### config.mk
export PLATFORM = sky130hd
export DESIGN_NAME = axil_strobe_merge
export DESIGN_NICKNAME = d
export VERILOG_FILES = /design/src/rtl/ldmx_axil_pkg.sv /design/src/rtl/strobe_timer.sv /design/src/rtl/axil_strobe_merge.sv
export SDC_FILE = /design/constraint.sdc
export NUM_CORES = 1
export LEC_CHECK = 0
export ABC_AREA = 1
export BUFFER_PORTS_ARGS = -buffer_cell sky130_fd_sc_hd__buf_4
export CORE_AREA = 2 2 122 124
export DETAILED_ROUTE_END_ITERATION = 8
export DIE_AREA = 0 0 124 126
export GPL_TIMING_DRIVEN = 0
export PLACE_DENSITY = 0.81
export SLEW_MARGIN = 0
export SYNTH_ARGS = -nofsm -noshare
export SYNTH_HDL_FRONTEND = slang
export SYNTH_SLANG_ARGS = --single-unit
### constraint.sdc
create_clock -name axilClk -period 3.9 [get_ports axilClk]
set_clock_uncertainty 0.15 [all_clocks]
set_input_delay 0.78 -clock axilClk [delete_from_list [all_inputs] [get_ports axilClk]]
set_output_delay 0.78 -clock axilClk [all_outputs]
set_load 0.03 [all_outputs]
### src/rtl/ldmx_axil_pkg.sv
// Shared AXI-Lite response codes, merge FSM encoding and DPM channel map.
package ldmx_axil_pkg;

  localparam logic [1:0] RESP_OKAY   = 2'b00;
  localparam logic [1:0] RESP_SLVERR = 2'b10;
  localparam logic [1:0] RESP_DECERR = 2'b11;

  typedef enum logic [2:0] {
    IDLE,
    RD_STB,
    RD_RESP,
    WR_STB,
    WR_RESP
  } state_t;

  // Channel indices used by the DPM application top
  localparam int CH_FC = 0;
  localparam int CH_GT = 1;
  localparam int CH_WB = 2;

  // True for any response that should be counted as an error
  function automatic logic is_err(input logic [1:0] resp);
    return resp != RESP_OKAY;
  endfunction

endpackage

### src/rtl/strobe_timer.sv
// Strobe wait counter: cleared while no strobe is up, counts while one is,
// and flags the last permitted strobe cycle.
module strobe_timer #(
  parameter int TIMEOUT = 255
) (
  input  logic axilClk,
  input  logic axilRst,
  input  logic clr,
  input  logic en,
  output logic expired
);

  localparam logic [15:0] LAST = 16'(TIMEOUT - 1);

  logic [15:0] count_q;

  // Count strobe cycles; hold once the final cycle is reached
  always_ff @(posedge axilClk) begin
    if (axilRst) begin
      count_q <= '0;
    end else if (clr) begin
      count_q <= '0;
    end else if (en && !expired) begin
      count_q <= count_q + 16'd1;
    end
  end

  // count_q is k-1 during the k-th strobe cycle, so this marks cycle TIMEOUT
  assign expired = (count_q == LAST);

endmodule

### src/rtl/axil_strobe_merge.sv
// AXI-Lite slave that turns single register accesses into one-hot
// strobe/ack handshakes on NUM_CH downstream register ports.
module axil_strobe_merge
  import ldmx_axil_pkg::*;
#(
  parameter int NUM_CH  = 3,
  parameter int CH_LSB  = 10,
  parameter int CH_W    = 4,
  parameter int TIMEOUT = 255
) (
  input  logic                   axilClk,
  input  logic                   axilRst,
  input  logic [31:0]            axilReadMaster_araddr,
  input  logic                   axilReadMaster_arvalid,
  output logic                   axilReadSlave_arready,
  output logic [31:0]            axilReadSlave_rdata,
  output logic [1:0]             axilReadSlave_rresp,
  output logic                   axilReadSlave_rvalid,
  input  logic                   axilReadMaster_rready,
  input  logic [31:0]            axilWriteMaster_awaddr,
  input  logic                   axilWriteMaster_awvalid,
  input  logic [31:0]            axilWriteMaster_wdata,
  input  logic                   axilWriteMaster_wvalid,
  input  logic                   axilWriteMaster_bready,
  output logic                   axilWriteSlave_awready,
  output logic                   axilWriteSlave_wready,
  output logic [1:0]             axilWriteSlave_bresp,
  output logic                   axilWriteSlave_bvalid,
  output logic [7:0]             ch_raddr,
  output logic [7:0]             ch_waddr,
  output logic [31:0]            ch_din,
  output logic [NUM_CH-1:0]      ch_rstr,
  output logic [NUM_CH-1:0]      ch_wstr,
  input  logic [NUM_CH-1:0]      ch_rack,
  input  logic [NUM_CH-1:0]      ch_wack,
  input  logic [32*NUM_CH-1:0]   ch_dout,
  output logic [15:0]            err_count
);

  localparam logic [31:0] NUM_CH_U = NUM_CH;

  state_t              state_q;
  logic                last_rd_q;
  logic                dec_wait_q;
  logic                stb_on_q;
  logic [CH_W-1:0]     idx_q;
  logic                arready_q;
  logic                awready_q;
  logic                rvalid_q;
  logic                bvalid_q;
  logic [31:0]         rdata_q;
  logic [1:0]          rresp_q;
  logic [1:0]          bresp_q;
  logic [7:0]          raddr_q;
  logic [7:0]          waddr_q;
  logic [31:0]         din_q;
  logic [NUM_CH-1:0]   rstr_q;
  logic [NUM_CH-1:0]   wstr_q;
  logic [15:0]         err_q;

  logic [CH_W-1:0]     ar_idx;
  logic [CH_W-1:0]     aw_idx;
  logic                ar_mapped;
  logic                aw_mapped;
  logic                rd_req;
  logic                wr_req;
  logic                take_rd;
  logic                take_wr;
  logic [NUM_CH-1:0]   sel_oh;
  logic [31:0]         sel_dout;
  logic                sel_rack;
  logic                sel_wack;
  logic                tmr_exp;
  logic                unused_addr_bits;

  // Only the channel field and word offset of the addresses are decoded
  assign unused_addr_bits = ^{axilReadMaster_araddr, axilWriteMaster_awaddr};

  function automatic logic [15:0] sat_inc(input logic [15:0] v);
    return (v == 16'hFFFF) ? v : v + 16'd1;
  endfunction

  strobe_timer #(
    .TIMEOUT (TIMEOUT)
  ) u_timer (
    .axilClk (axilClk),
    .axilRst (axilRst),
    .clr     (!stb_on_q),
    .en      (stb_on_q),
    .expired (tmr_exp)
  );

  // Request arbitration, address decode and selected-channel muxing
  always_comb begin
    ar_idx    = axilReadMaster_araddr[CH_LSB +: CH_W];
    aw_idx    = axilWriteMaster_awaddr[CH_LSB +: CH_W];
    ar_mapped = {{(32-CH_W){1'b0}}, ar_idx} < NUM_CH_U;
    aw_mapped = {{(32-CH_W){1'b0}}, aw_idx} < NUM_CH_U;
    rd_req    = axilReadMaster_arvalid;
    wr_req    = axilWriteMaster_awvalid && axilWriteMaster_wvalid;
    // When both are pending, the type not served last wins
    take_rd   = rd_req && (!wr_req || !last_rd_q);
    take_wr   = wr_req && !take_rd;
    sel_oh    = '0;
    sel_dout  = '0;
    sel_rack  = 1'b0;
    sel_wack  = 1'b0;
    for (int k = 0; k < NUM_CH; k++) begin
      if (idx_q == CH_W'(k)) begin
        sel_oh[k] = 1'b1;
        sel_dout  = ch_dout[32*k +: 32];
        sel_rack  = ch_rack[k];
        sel_wack  = ch_wack[k];
      end
    end
  end

  // Access FSM: accept, strobe until ack or timeout, hold response
  always_ff @(posedge axilClk) begin
    if (axilRst) begin
      state_q    <= IDLE;
      last_rd_q  <= 1'b0;
      dec_wait_q <= 1'b0;
      stb_on_q   <= 1'b0;
      idx_q      <= '0;
      arready_q  <= 1'b0;
      awready_q  <= 1'b0;
      rvalid_q   <= 1'b0;
      bvalid_q   <= 1'b0;
      rdata_q    <= '0;
      rresp_q    <= RESP_OKAY;
      bresp_q    <= RESP_OKAY;
      raddr_q    <= '0;
      waddr_q    <= '0;
      din_q      <= '0;
      rstr_q     <= '0;
      wstr_q     <= '0;
      err_q      <= '0;
    end else begin
      arready_q <= 1'b0;
      awready_q <= 1'b0;
      case (state_q)
        IDLE: begin
          if (take_rd) begin
            arready_q <= 1'b1;
            last_rd_q <= 1'b1;
            raddr_q   <= axilReadMaster_araddr[9:2];
            idx_q     <= ar_idx;
            rdata_q   <= '0;
            if (ar_mapped) begin
              state_q <= RD_STB;
            end else begin
              rresp_q    <= RESP_DECERR;
              dec_wait_q <= 1'b1;
              state_q    <= RD_RESP;
            end
          end else if (take_wr) begin
            awready_q <= 1'b1;
            last_rd_q <= 1'b0;
            waddr_q   <= axilWriteMaster_awaddr[9:2];
            din_q     <= axilWriteMaster_wdata;
            idx_q     <= aw_idx;
            if (aw_mapped) begin
              state_q <= WR_STB;
            end else begin
              bresp_q    <= RESP_DECERR;
              dec_wait_q <= 1'b1;
              state_q    <= WR_RESP;
            end
          end
        end
        RD_STB: begin
          if (!stb_on_q) begin
            rstr_q   <= sel_oh;
            stb_on_q <= 1'b1;
          end else if (sel_rack) begin
            rstr_q   <= '0;
            stb_on_q <= 1'b0;
            rdata_q  <= sel_dout;
            rresp_q  <= RESP_OKAY;
            rvalid_q <= 1'b1;
            state_q  <= RD_RESP;
          end else if (tmr_exp) begin
            rstr_q   <= '0;
            stb_on_q <= 1'b0;
            rdata_q  <= '0;
            rresp_q  <= RESP_SLVERR;
            rvalid_q <= 1'b1;
            err_q    <= sat_inc(err_q);
            state_q  <= RD_RESP;
          end
        end
        RD_RESP: begin
          if (!rvalid_q) begin
            // Unmapped access: one spacer cycle, then present DECERR
            if (dec_wait_q) begin
              dec_wait_q <= 1'b0;
            end else begin
              rvalid_q <= 1'b1;
              if (is_err(rresp_q)) err_q <= sat_inc(err_q);
            end
          end else if (axilReadMaster_rready) begin
            rvalid_q <= 1'b0;
            state_q  <= IDLE;
          end
        end
        WR_STB: begin
          if (!stb_on_q) begin
            wstr_q   <= sel_oh;
            stb_on_q <= 1'b1;
          end else if (sel_wack) begin
            wstr_q   <= '0;
            stb_on_q <= 1'b0;
            bresp_q  <= RESP_OKAY;
            bvalid_q <= 1'b1;
            state_q  <= WR_RESP;
          end else if (tmr_exp) begin
            wstr_q   <= '0;
            stb_on_q <= 1'b0;
            bresp_q  <= RESP_SLVERR;
            bvalid_q <= 1'b1;
            err_q    <= sat_inc(err_q);
            state_q  <= WR_RESP;
          end
        end
        WR_RESP: begin
          if (!bvalid_q) begin
            if (dec_wait_q) begin
              dec_wait_q <= 1'b0;
            end else begin
              bvalid_q <= 1'b1;
              if (is_err(bresp_q)) err_q <= sat_inc(err_q);
            end
          end else if (axilWriteMaster_bready) begin
            bvalid_q <= 1'b0;
            state_q  <= IDLE;
          end
        end
        default: state_q <= IDLE;
      endcase
    end
  end

  assign axilReadSlave_arready  = arready_q;
  assign axilReadSlave_rdata    = rdata_q;
  assign axilReadSlave_rresp    = rresp_q;
  assign axilReadSlave_rvalid   = rvalid_q;
  assign axilWriteSlave_awready = awready_q;
  assign axilWriteSlave_wready  = awready_q;
  assign axilWriteSlave_bresp   = bresp_q;
  assign axilWriteSlave_bvalid  = bvalid_q;
  assign ch_raddr               = raddr_q;
  assign ch_waddr               = waddr_q;
  assign ch_din                 = din_q;
  assign ch_rstr                = rstr_q;
  assign ch_wstr                = wstr_q;
  assign err_count              = err_q;

endmodule

* Yosys cells after proc, flatten, opt, wreduce, memory -nomap -nowiden
Cells that the tools add are included.
** Operators by class
- Add/subtract/negate cells :: 2
- Magnitude comparators :: 2
- Equality and inequality tests :: 34
- Multiplexer cells :: 93
- Bitwise gates (word level) :: 3
- Reductions and logical operators :: 37
** Operator list (number)
- $mux 32 :: 7
- $mux 16 :: 12
- $pmux 16 s4 :: 1
- $pmux 32 s2 :: 1
- $mux 3 :: 18
- $ne 2x2->1 const B :: 19
- $mux 1 :: 34
- $add 16x1->16 const B :: 2
- $mux 2 :: 11
- $eq 16x16->1 const B :: 1
- $eq 16x8->1 const B :: 1
- $reduce_bool 2->1 :: 8
- $pmux 3 s5 :: 1
- $reduce_and 6->1 :: 2
- $reduce_and 11->1 :: 1
- $ne 3x3->1 const B :: 3
- $reduce_and 3->1 :: 3
- $reduce_and 9->1 :: 1
- $lt 4x2->1 const B :: 2
- $mux 4 :: 2
- $pmux 2 s2 :: 2
- $reduce_and 2->1 :: 4
- $eq 3x2->1 const B :: 2
- $ne 3x1->1 const B :: 2
- other kinds (19) :: 31
** Word-level totals
- Bits in registers :: 136
- Bits of input ports :: 205
- Output and inout bits :: 111
- Word-level logic and storage cells :: 190

* Longest topological paths before layout
Gate-level depths: netlist (run 1).
- Word-level depth :: 9
- Gate-level depth with buffers :: 13
- Mapped depth without buffers :: 12

* Modules after synthesis
A second synthesis (run 1) with hierarchy kept.
** Unflattened totals
- Cells, all modules :: 1102
- Area, all modules :: 7016.7 um^2
** By module, submodules not included
- axil_strobe_merge :: instances 1, cells an instance 931, area each 5963.2 um^2, seq. area each 2402.3 um^2
- strobe_timer :: instances 1, cells an instance 171, area each 1053.5 um^2, seq. area each 320.3 um^2

* Worst setup path before layout (run 1)
Ideal clock, no wire load.
- Path type :: input to register
- From :: in axilWriteMaster_awvalid
- To :: reg rdata_q[26] (netlist: axilReadSlave_rdata[26])
- Library setup time :: 0.114 ns
- Arrival time :: 1.770 ns
- Required time :: 3.636 ns
- Setup slack :: 1.866 ns
- Cell stages on the path :: 9
- Path buffers :: 1
- Path through :: nand3_1 -> nand2_1 -> nor2_4 -> inv_1 -> nand2_1 -> nand2_8 -> buf_6 -> a21oi_1 -> nor2_1
** Between the ends
- Word-level cells in the longest chain between the ends :: 6
** RTL lines
- start: declaration :: RTL line axil_strobe_merge.sv:21 : input logic axilWriteMaster_awvalid,
- $logic_and 1x1->1 :: RTL line axil_strobe_merge.sv:100 : wr_req = axilWriteMaster_awvalid && axilWriteMaster_wvalid;
- $logic_not 1->1 :: RTL line axil_strobe_merge.sv:102 : take_rd = rd_req && (!wr_req || !last_rd_q);
- $logic_or 1x1->1 :: RTL line axil_strobe_merge.sv:102
- $logic_and 1x1->1 :: RTL line axil_strobe_merge.sv:102
- $ne 2x2->1 (no line)
- $reduce_and 4->1 (no line)
- end signal: assignment :: RTL line axil_strobe_merge.sv:179 : rdata_q <= sel_dout;
- end: declaration :: RTL line axil_strobe_merge.sv:51 : logic [31:0] rdata_q;
Every way passes these cells.
A chain may end at the register's enable or synchronous reset.

* Worst setup path in the final report (run 1)
- From :: reg state_q[1]
- To :: reg bresp_q[1] (netlist: axilWriteSlave_bresp[1])
** Between the ends
- Word-level cells in the longest chain between the ends :: 3
- Elaborated cells on any way between the ends :: 10
- Classes of those cells :: 6 x eq/ne; 1 x mux; 3 x reduce/logical
** RTL lines
- start: declaration :: RTL line axil_strobe_merge.sv:42 : state_t state_q;
- start signal: assignment :: RTL line axil_strobe_merge.sv:121 : state_q <= IDLE;
- start signal: assignment :: RTL line axil_strobe_merge.sv:151 : state_q <= RD_STB;
- start signal: assignment :: RTL line axil_strobe_merge.sv:155 : state_q <= RD_RESP;
- $eq 3x2->1 or $logic_not 3->1 (tied branches) :: RTL line axil_strobe_merge.sv:142 : case (state_q)
- $ne 3x2->1 (no line), or another cell as far along
- $reduce_and 6->1 (no line)
- end signal: assignment :: RTL line axil_strobe_merge.sv:132 : bresp_q <= RESP_OKAY;
- end signal: assignment :: RTL line axil_strobe_merge.sv:166 : bresp_q <= RESP_DECERR;
- end signal: assignment :: RTL line axil_strobe_merge.sv:214 : bresp_q <= RESP_OKAY;
- end: declaration :: RTL line axil_strobe_merge.sv:53 : logic [1:0] bresp_q;
Parallel ways exist; a longest one is shown, timed or not.

==> results of run 1 <==
-- layer usage --
metal	vias to the layer above	part of all wire, %
met4	0	2.2
li1	3878	-
met5	-	0
met1	3414	41
met2	293	48
met3	39	8.8
-- sequential cells by signal (all words and copies together) (netlist names) --
signal,flops
err_count,16
ch_raddr,8
ch_waddr,8
ch_din,32
axilReadSlave_rvalid,1
dec_wait_q,1
ch_wstr,3
ch_rstr,3
axilWriteSlave_awready,1
axilWriteSlave_bresp,2
idx_q,4
stb_on_q,1
axilReadSlave_rresp,2
state_q,3
axilWriteSlave_bvalid,1
last_rd_q,1
axilReadSlave_rdata,32
u_timer.count_q,16
axilReadSlave_arready,1
-- final cells by class --
type	count	area [sq um]	share of cell area (%)
Sequential cell	136	2720	28.1
Clock buffer	18	429	4.43
Buffer	45	248	2.56
Inverter	86	328	3.39
Clock inverter	14	161	1.67
Multi-Input combinational cell	767	3500	36.1
Tap cell	184	230	2.38
Timing Repair Buffer	275	2060	21.3
-- how the worst max path moves through the flow --
| stage | cells after the start | slack [ns] | startpoint | to |
|---|---|---|---|---|
| 3_3_place_gp | 8 | 1.32 | axilWriteMaster_awvalid | axilWriteSlave_bresp[0]$_SDFFE_PP0P_ |
| 5_1_grt | 9 | 1.42 | state_q[1]$_SDFFE_PP0P_ | axilWriteSlave_bresp[1]$_SDFFE_PP0P_ |
| 2_1_floorplan | 9 | 1.87 | axilWriteMaster_awvalid | axilReadSlave_rdata[26]$_SDFFE_PP0P_ |
| 3_5_place_dp | 9 | 1.25 | axilWriteMaster_awvalid | axilWriteSlave_bresp[1]$_SDFFE_PP0P_ |
| 6_report | 9 | 1.61 | state_q[1]$_SDFFE_PP0P_ | axilWriteSlave_bresp[1]$_SDFFE_PP0P_ |
| 4_1_cts | 9 | 1.65 | state_q[1]$_SDFFE_PP0P_ | axilWriteSlave_bresp[1]$_SDFFE_PP0P_ |
-- critical path: stages (launching register included) --
cell     delay [ns]
dfxtp_1        0.36
nor2_1         0.23
nand2_2        0.18
inv_1          0.16
nand4_1        0.38
a21oi_1        0.34
nand3_1        0.18
nand2_1        0.09
nand2_1        0.05
nor2_1         0.10
-- report_power, final --
| part | total (W) | switching, W | internal [W] |
|---|---|---|---|
| combinational | 0.00324 | 0.00209 | 0.00116 |
| clock | 0.00162 | 0.000663 | 0.000958 |
| sequential | 0.00189 | 0.000197 | 0.00169 |
| total | 0.00675 | 0.00295 | 0.00381 |
-- cells by family after synthesis --
family	synth area share, %
flops	40.1
buf+inv	8.47
fa+ha+maj	0.553
compound gates	11.7
simple gates	36.6
xor+xnor	2.58
-- cells in the final DEF (no fill, tap or decap), drive strengths merged, types with 9 or more instances in the layout --
cell / synthesis / final
o21ai: 67 / 67
nand3: 85 / 85
buf: 16 / 291
dfxtp: 136 / 136
xnor2: 10 / 10
nand2: 287 / 287
nor3: 9 / 9
a21oi: 83 / 83
xor2: 10 / 10
nor2: 195 / 195
clkbuf: 29 / 47
inv: 85 / 92
-- stage by stage --
step	util, %	instance area, sq um
floorplan	-	6790
global placement	63.5	9090
detailed placement	63.5	9090
CTS	67.6	9680
global route	67.6	9680
finish	67.6	9680
==> flow_summary.toml, run 1 <==
[route]
drcViolationCount = 0
wire_per_inst_um = 14.0
vias_per_cell = 5.00
postRouteAntennaNets = 0
vias = 7624
drtIter0Drc = 456
wirelength_mm = 21.4
dr.pass1.iters = 5

[synthesis]
synthCells = 1034
synth_top_area_share_pct = 40.1
yosysMostFrequentCell = "nand2_1"
ys_warn_count = 0
synth_cell_types = 35
synth-edff-count = 0
synth_top_area_cell = "dfxtp_1"
syn_nets = 1242
synthTopCellsByArea = "dfxtp_1 (40%), nand2_1 (15%), nor2_1 (10%)"
async_flop_share_pct = 0
ys.flop_type = "dfxtp_1"
syn_area_sq_um = 6790
syn_area_per_cell_sq_um = 6.57
synth_seq_cells = 136
yosys-top-cells-count = "nand2_1 (278), nor2_1 (185), dfxtp_1 (136), a21oi_1 (83), nand3_1 (83)"
ys_seq_area_share_pct = 40.1

[cells_and_area]
num-fill-cells = 1270
synthToLayoutAreaGrowth_pct = 42.5
fin_cells = 1525
nets = 1536
drive_above_1_share_pct = 26.0
insertedDiodeCount = 0

[placement]
place_ws_ns = 1.25
gp_congestion = 0.943
place_hpwl_mm = 16.4
dp_cells = 1493
port_buffers = 275

[timing]
hold-worst-slack_ns = 0.311
final_max_slew_viol_count = 0
slew-limit-headroom_pct = 55.2
fin_crit_ns = 2.29
fmax_ghz = 0.437
timing.final.ws_setup_ns = 1.61
hold_violations = 0
grt_setup_unrepaired = "no"
setup_viol = 0
min_period_over_period_pct = 58.6
worst_pin_slew_ns = 0.666
fin_setup_tns_ns = 0

[pwr]
p_per_area_nw_per_um2 = 698
total_leakage_power_nw = 4.56
ir_worst_vdd_uv = 332
design_power_total_w = 0.00675

[setup_path]
crit_required_ns = 4.11
reg2reg_from = "state_q[1]$_SDFFE_PP0P_"
worstPathArrival_ns = 2.49
critPathKind = "flop to flop"
cp-start-kind = "flop"
critPathCaptureType = "flop"
r2r-end = "axilWriteSlave_bresp[1]$_SDFFE_PP0P_"
reg2reg_slack_ns = 1.61
cp_max_fo = 7
r2r_cells = 9

[clock_network]
clockBufferDepth = 2
post_cts_buffers = 0
ctsHtreeMaxLevel = 4
cts-resized-gates = 0
clockRootBuffer = "clkbuf_16"
path_clk_slew_ns = 0.06
clkSinkCount = 136
cts_tree = "done"
numCtsBuffers = 17
hold_buffers = 0
clock_latency_ns = 0.43

[die]
initial_core_util_pct = 47.5
core_sq_um = 14300
io-pin-count = 316
rows = 44
die_h_um = 126
die_area_sq_um = 15600
die_width_um = 124

[global_routing]
busiest_layer = "met2"
grt_pass1_vias = 6877
grt.total_usage_pct = 26.9
grt_max_degree = 17
grt-ovfl-total = 0
use_met2_pct = 44.6
grt_pass1_wl_mm = 33.4
met1_usage_pct = 32.7
gr-usage-met3_pct = 8.61
antenna_found_initial = 0

[min_path]
holdPathEnd = "ch_rstr[1]$_SDFFE_PP0P_"
hold-path-cell-count = 2
hold_path_class = "flop to flop"
hold_start = "ch_rstr[1]$_SDFFE_PP0P_"

[flow_run]
maxCapViolCount = 0

[run_status]
outcome = "completed"
Power figures use the tool's default switching activity.
==> run 2, diff against run 1 <==
--- a/config.mk
+++ b/config.mk
@@ -7,9 +7,9 @@
 export LEC_CHECK = 0
 export ABC_AREA = 1
 export BUFFER_PORTS_ARGS = -buffer_cell sky130_fd_sc_hd__buf_4
-export CORE_AREA = 2 2 122 124
+export CORE_MARGIN = 2
+export CORE_UTILIZATION = 47
 export DETAILED_ROUTE_END_ITERATION = 8
-export DIE_AREA = 0 0 124 126
 export GPL_TIMING_DRIVEN = 0
 export PLACE_DENSITY = 0.81
 export SLEW_MARGIN = 0
==> constraint.sdc (replaced) <==
create_clock -name axilClk -period 2.2 [get_ports axilClk]
set_clock_uncertainty 0.15 [all_clocks]
set_input_delay 0.44 -clock axilClk [delete_from_list [all_inputs] [get_ports axilClk]]
set_output_delay 0.44 -clock axilClk [all_outputs]
set_load 0.03 [all_outputs]
==> run 2 against run 1 <==
Sequential power up 78%. Fmax up 9.3%. Register-to-register slack worse by 1.5 ns. Wire length about the same. Sequential cell count unchanged. Critical path depth up 3. Combinational power up 80%. Final cell count about the same. Cell area up 0.70%. Worst hold slack worse by 0.22 ns. Utilization up 2.1 points. Highest routed layer unchanged. Critical path type unchanged.
==> flow_summary.toml, run 2 (synthesized netlist as in run 1, its figures left out) <==
[timing]
final_max_slew_viol_count = 0
worst_pin_slew_ns = 0.679
timing.final.ws_setup_ns = 0.107
hold_violations = 0
fin_setup_tns_ns = 0
fmax_ghz = 0.478
grt_setup_unrepaired = "yes"
fin_crit_ns = 2.09
setup_viol = 0
min_period_over_period_pct = 95.1
slew-limit-headroom_pct = 54.7

[die]
initial_core_util_pct = 48.6
rows = 43
die_h_um = 124
die_area_sq_um = 15400
io-pin-count = 316
core_sq_um = 14000
die_width_um = 124

[pwr]
switchingPower_w = 0.00521
intPower_w = 0.00673
p_comb_share_pct = 48.9
p_clk_share_pct = 23.0
swShare_pct = 43.7
ir_worst_vdd_uv = 845
p_per_area_nw_per_um2 = 1230
total_leakage_power_nw = 4.61
seq_power_share_pct = 28.1

[cells_and_area]
nets = 1541
final_common_cell = "buf_4"
drive_above_1_share_pct = 26.7
seq_area_sq_um = 2720
num-fill-cells = 1221
synthToLayoutAreaGrowth_pct = 43.5
multi_input_area_sq_um = 3520
fin_cells = 1526
insertedDiodeCount = 0
final_cell_mix = "buf_4 (280), nand2_1 (278), nor2_1 (184), dfxtp_1 (135)"

[clock_network]
hold_buffers = 0
ctsHtreeMaxLevel = 4
clock_latency_ns = 0.43
numCtsBuffers = 17
clockBufferDepth = 2
cts_tree = "done"
clkSinkCount = 136
path_clk_slew_ns = 0.06
clockRootBuffer = "clkbuf_16"

[global_routing]
grt.total_usage_pct = 27.2
grt_pass1_wl_mm = 34.4
grt-ovfl-total = 0
grt_pass1_vias = 7093
grt_max_degree = 17
antenna_found_initial = 0

[placement]
place_ws_ns = -0.0530
place_hpwl_mm = 16.5
gp_congestion = 0.932
dp_cells = 1489
port_buffers = 275

[route]
vias = 7643
wire_per_inst_um = 14.0
drcViolationCount = 0
wirelength_mm = 21.4
dr.pass1.iters = 5
postRouteAntennaNets = 0
drtIter0Drc = 444
vias_per_cell = 5.01

[setup_path]
reg2reg_slack_ns = 0.11
crit_required_ns = 2.34
r2r_cells = 12
r2r-end = "err_count[12]$_SDFFE_PP0P_"
critPathKind = "flop to flop"
critPathCaptureType = "flop"
worstPathArrival_ns = 2.23
reg2reg_from = "idx_q[2]$_SDFFE_PP0P_"
cp_max_fo = 10
cp-start-kind = "flop"

[min_path]
holdPathEnd = "ch_raddr[6]$_SDFFE_PP0P_"
hold_start = "axilReadMaster_araddr[8]"
hold_path_class = "input pin to flop"
hold-path-cell-count = 3

[flow_run]
maxCapViolCount = 0

[run_status]
outcome = "completed"
[run 2: cell types whose count changed in the layout (fill, tap and decap cells not counted), moves of 2 or more]
cell,before,now
clkbuf_1,30,27
inv_6,7,4
clkinvlp_4,2,4
nand2_2,5,3
clkbuf_2,0,3
clkbuf_8,0,2
buf_4,276,280
nand2_4,3,5
[run 2: power by group through the flow]
stage | Sequential [W] | Combinational (W) | Clock, W
after floorplan | 0.00424 | 0.00304 | 0
after global placement | 0.00337 | 0.00566 | 0
after detailed placement | 0.00339 | 0.00571 | 0
after CTS | 0.00335 | 0.00575 | 0.00278
after global routing | 0.00343 | 0.00637 | 0.00289
final | 0.00336 | 0.00584 | 0.00275
[run 2: cell type report]
cell class | count | share of cell area (%)
flip-flops and latches | 136 | 27.9
well taps | 180 | 2.31
inverters | 86 | 3.39
repair buffers | 280 | 21.7
clock inverters | 12 | 1.21
plain buffers | 45 | 2.61
clock buffers | 20 | 4.69
multi-input cells | 767 | 36.2
[run 2: stage by stage]
step                power, W  utilization, %  instance area (sq um)  hold WS, ns
floorplan            0.00728               -                   6790        0.291
global placement     0.00903            64.9                   9080        0.293
detailed placement   0.00911            64.9                   9080        0.307
CTS                   0.0119            69.0                   9660       0.0858
global route          0.0127            69.7                   9750       0.0994
finish                0.0119            69.7                   9750       0.0944
[run 2: per-layer routing]
layer  GRT usage (%)  vias up  part of all wire [%]
met2            46.6      305                    49
met4            10.7        0                   2.5
li1                -     3895                     -
met1            32.9     3401                    41
met3            6.50       42                   7.6
met5               0        -                     0
[run 2: repair_timing]
item / 4_1_cts / 5_1_grt
endpoints found under the hold margin: 0 / 0
setup endpoints to repair: 0 / 80
gates resized for setup: 0 / 16
setup buffers: 0 / 5
[run 2: critical path, cell delays in order, from the launching register on]
cell	delay (ns)
dfxtp_1	0.33
nor2_4	0.22
nand3_4	0.15
inv_4	0.12
nand2_1	0.08
nand2_2	0.14
nor2_4	0.06
buf_12	0.14
nor2_8	0.19
nand2_4	0.10
buf_6	0.16
nand2_1	0.06
a21oi_1	0.06
[run 2: how the worst max path moves through the flow]
stage                                     from                                    to
2_1_floorplan        err_count[0]$_SDFFE_PP0P_            err_count[10]$_SDFFE_PP0P_
3_3_place_gp           axilWriteMaster_awvalid  axilWriteSlave_bresp[0]$_SDFFE_PP0P_
3_5_place_dp           axilWriteMaster_awvalid  axilWriteSlave_bresp[0]$_SDFFE_PP0P_
4_1_cts                state_q[0]$_SDFFE_PP0P_  axilWriteSlave_bresp[0]$_SDFFE_PP0P_
5_1_grt        u_timer.count_q[0]$_SDFFE_PP0P_               ch_rstr[1]$_SDFFE_PP0P_
6_report                 idx_q[2]$_SDFFE_PP0P_            err_count[12]$_SDFFE_PP0P_
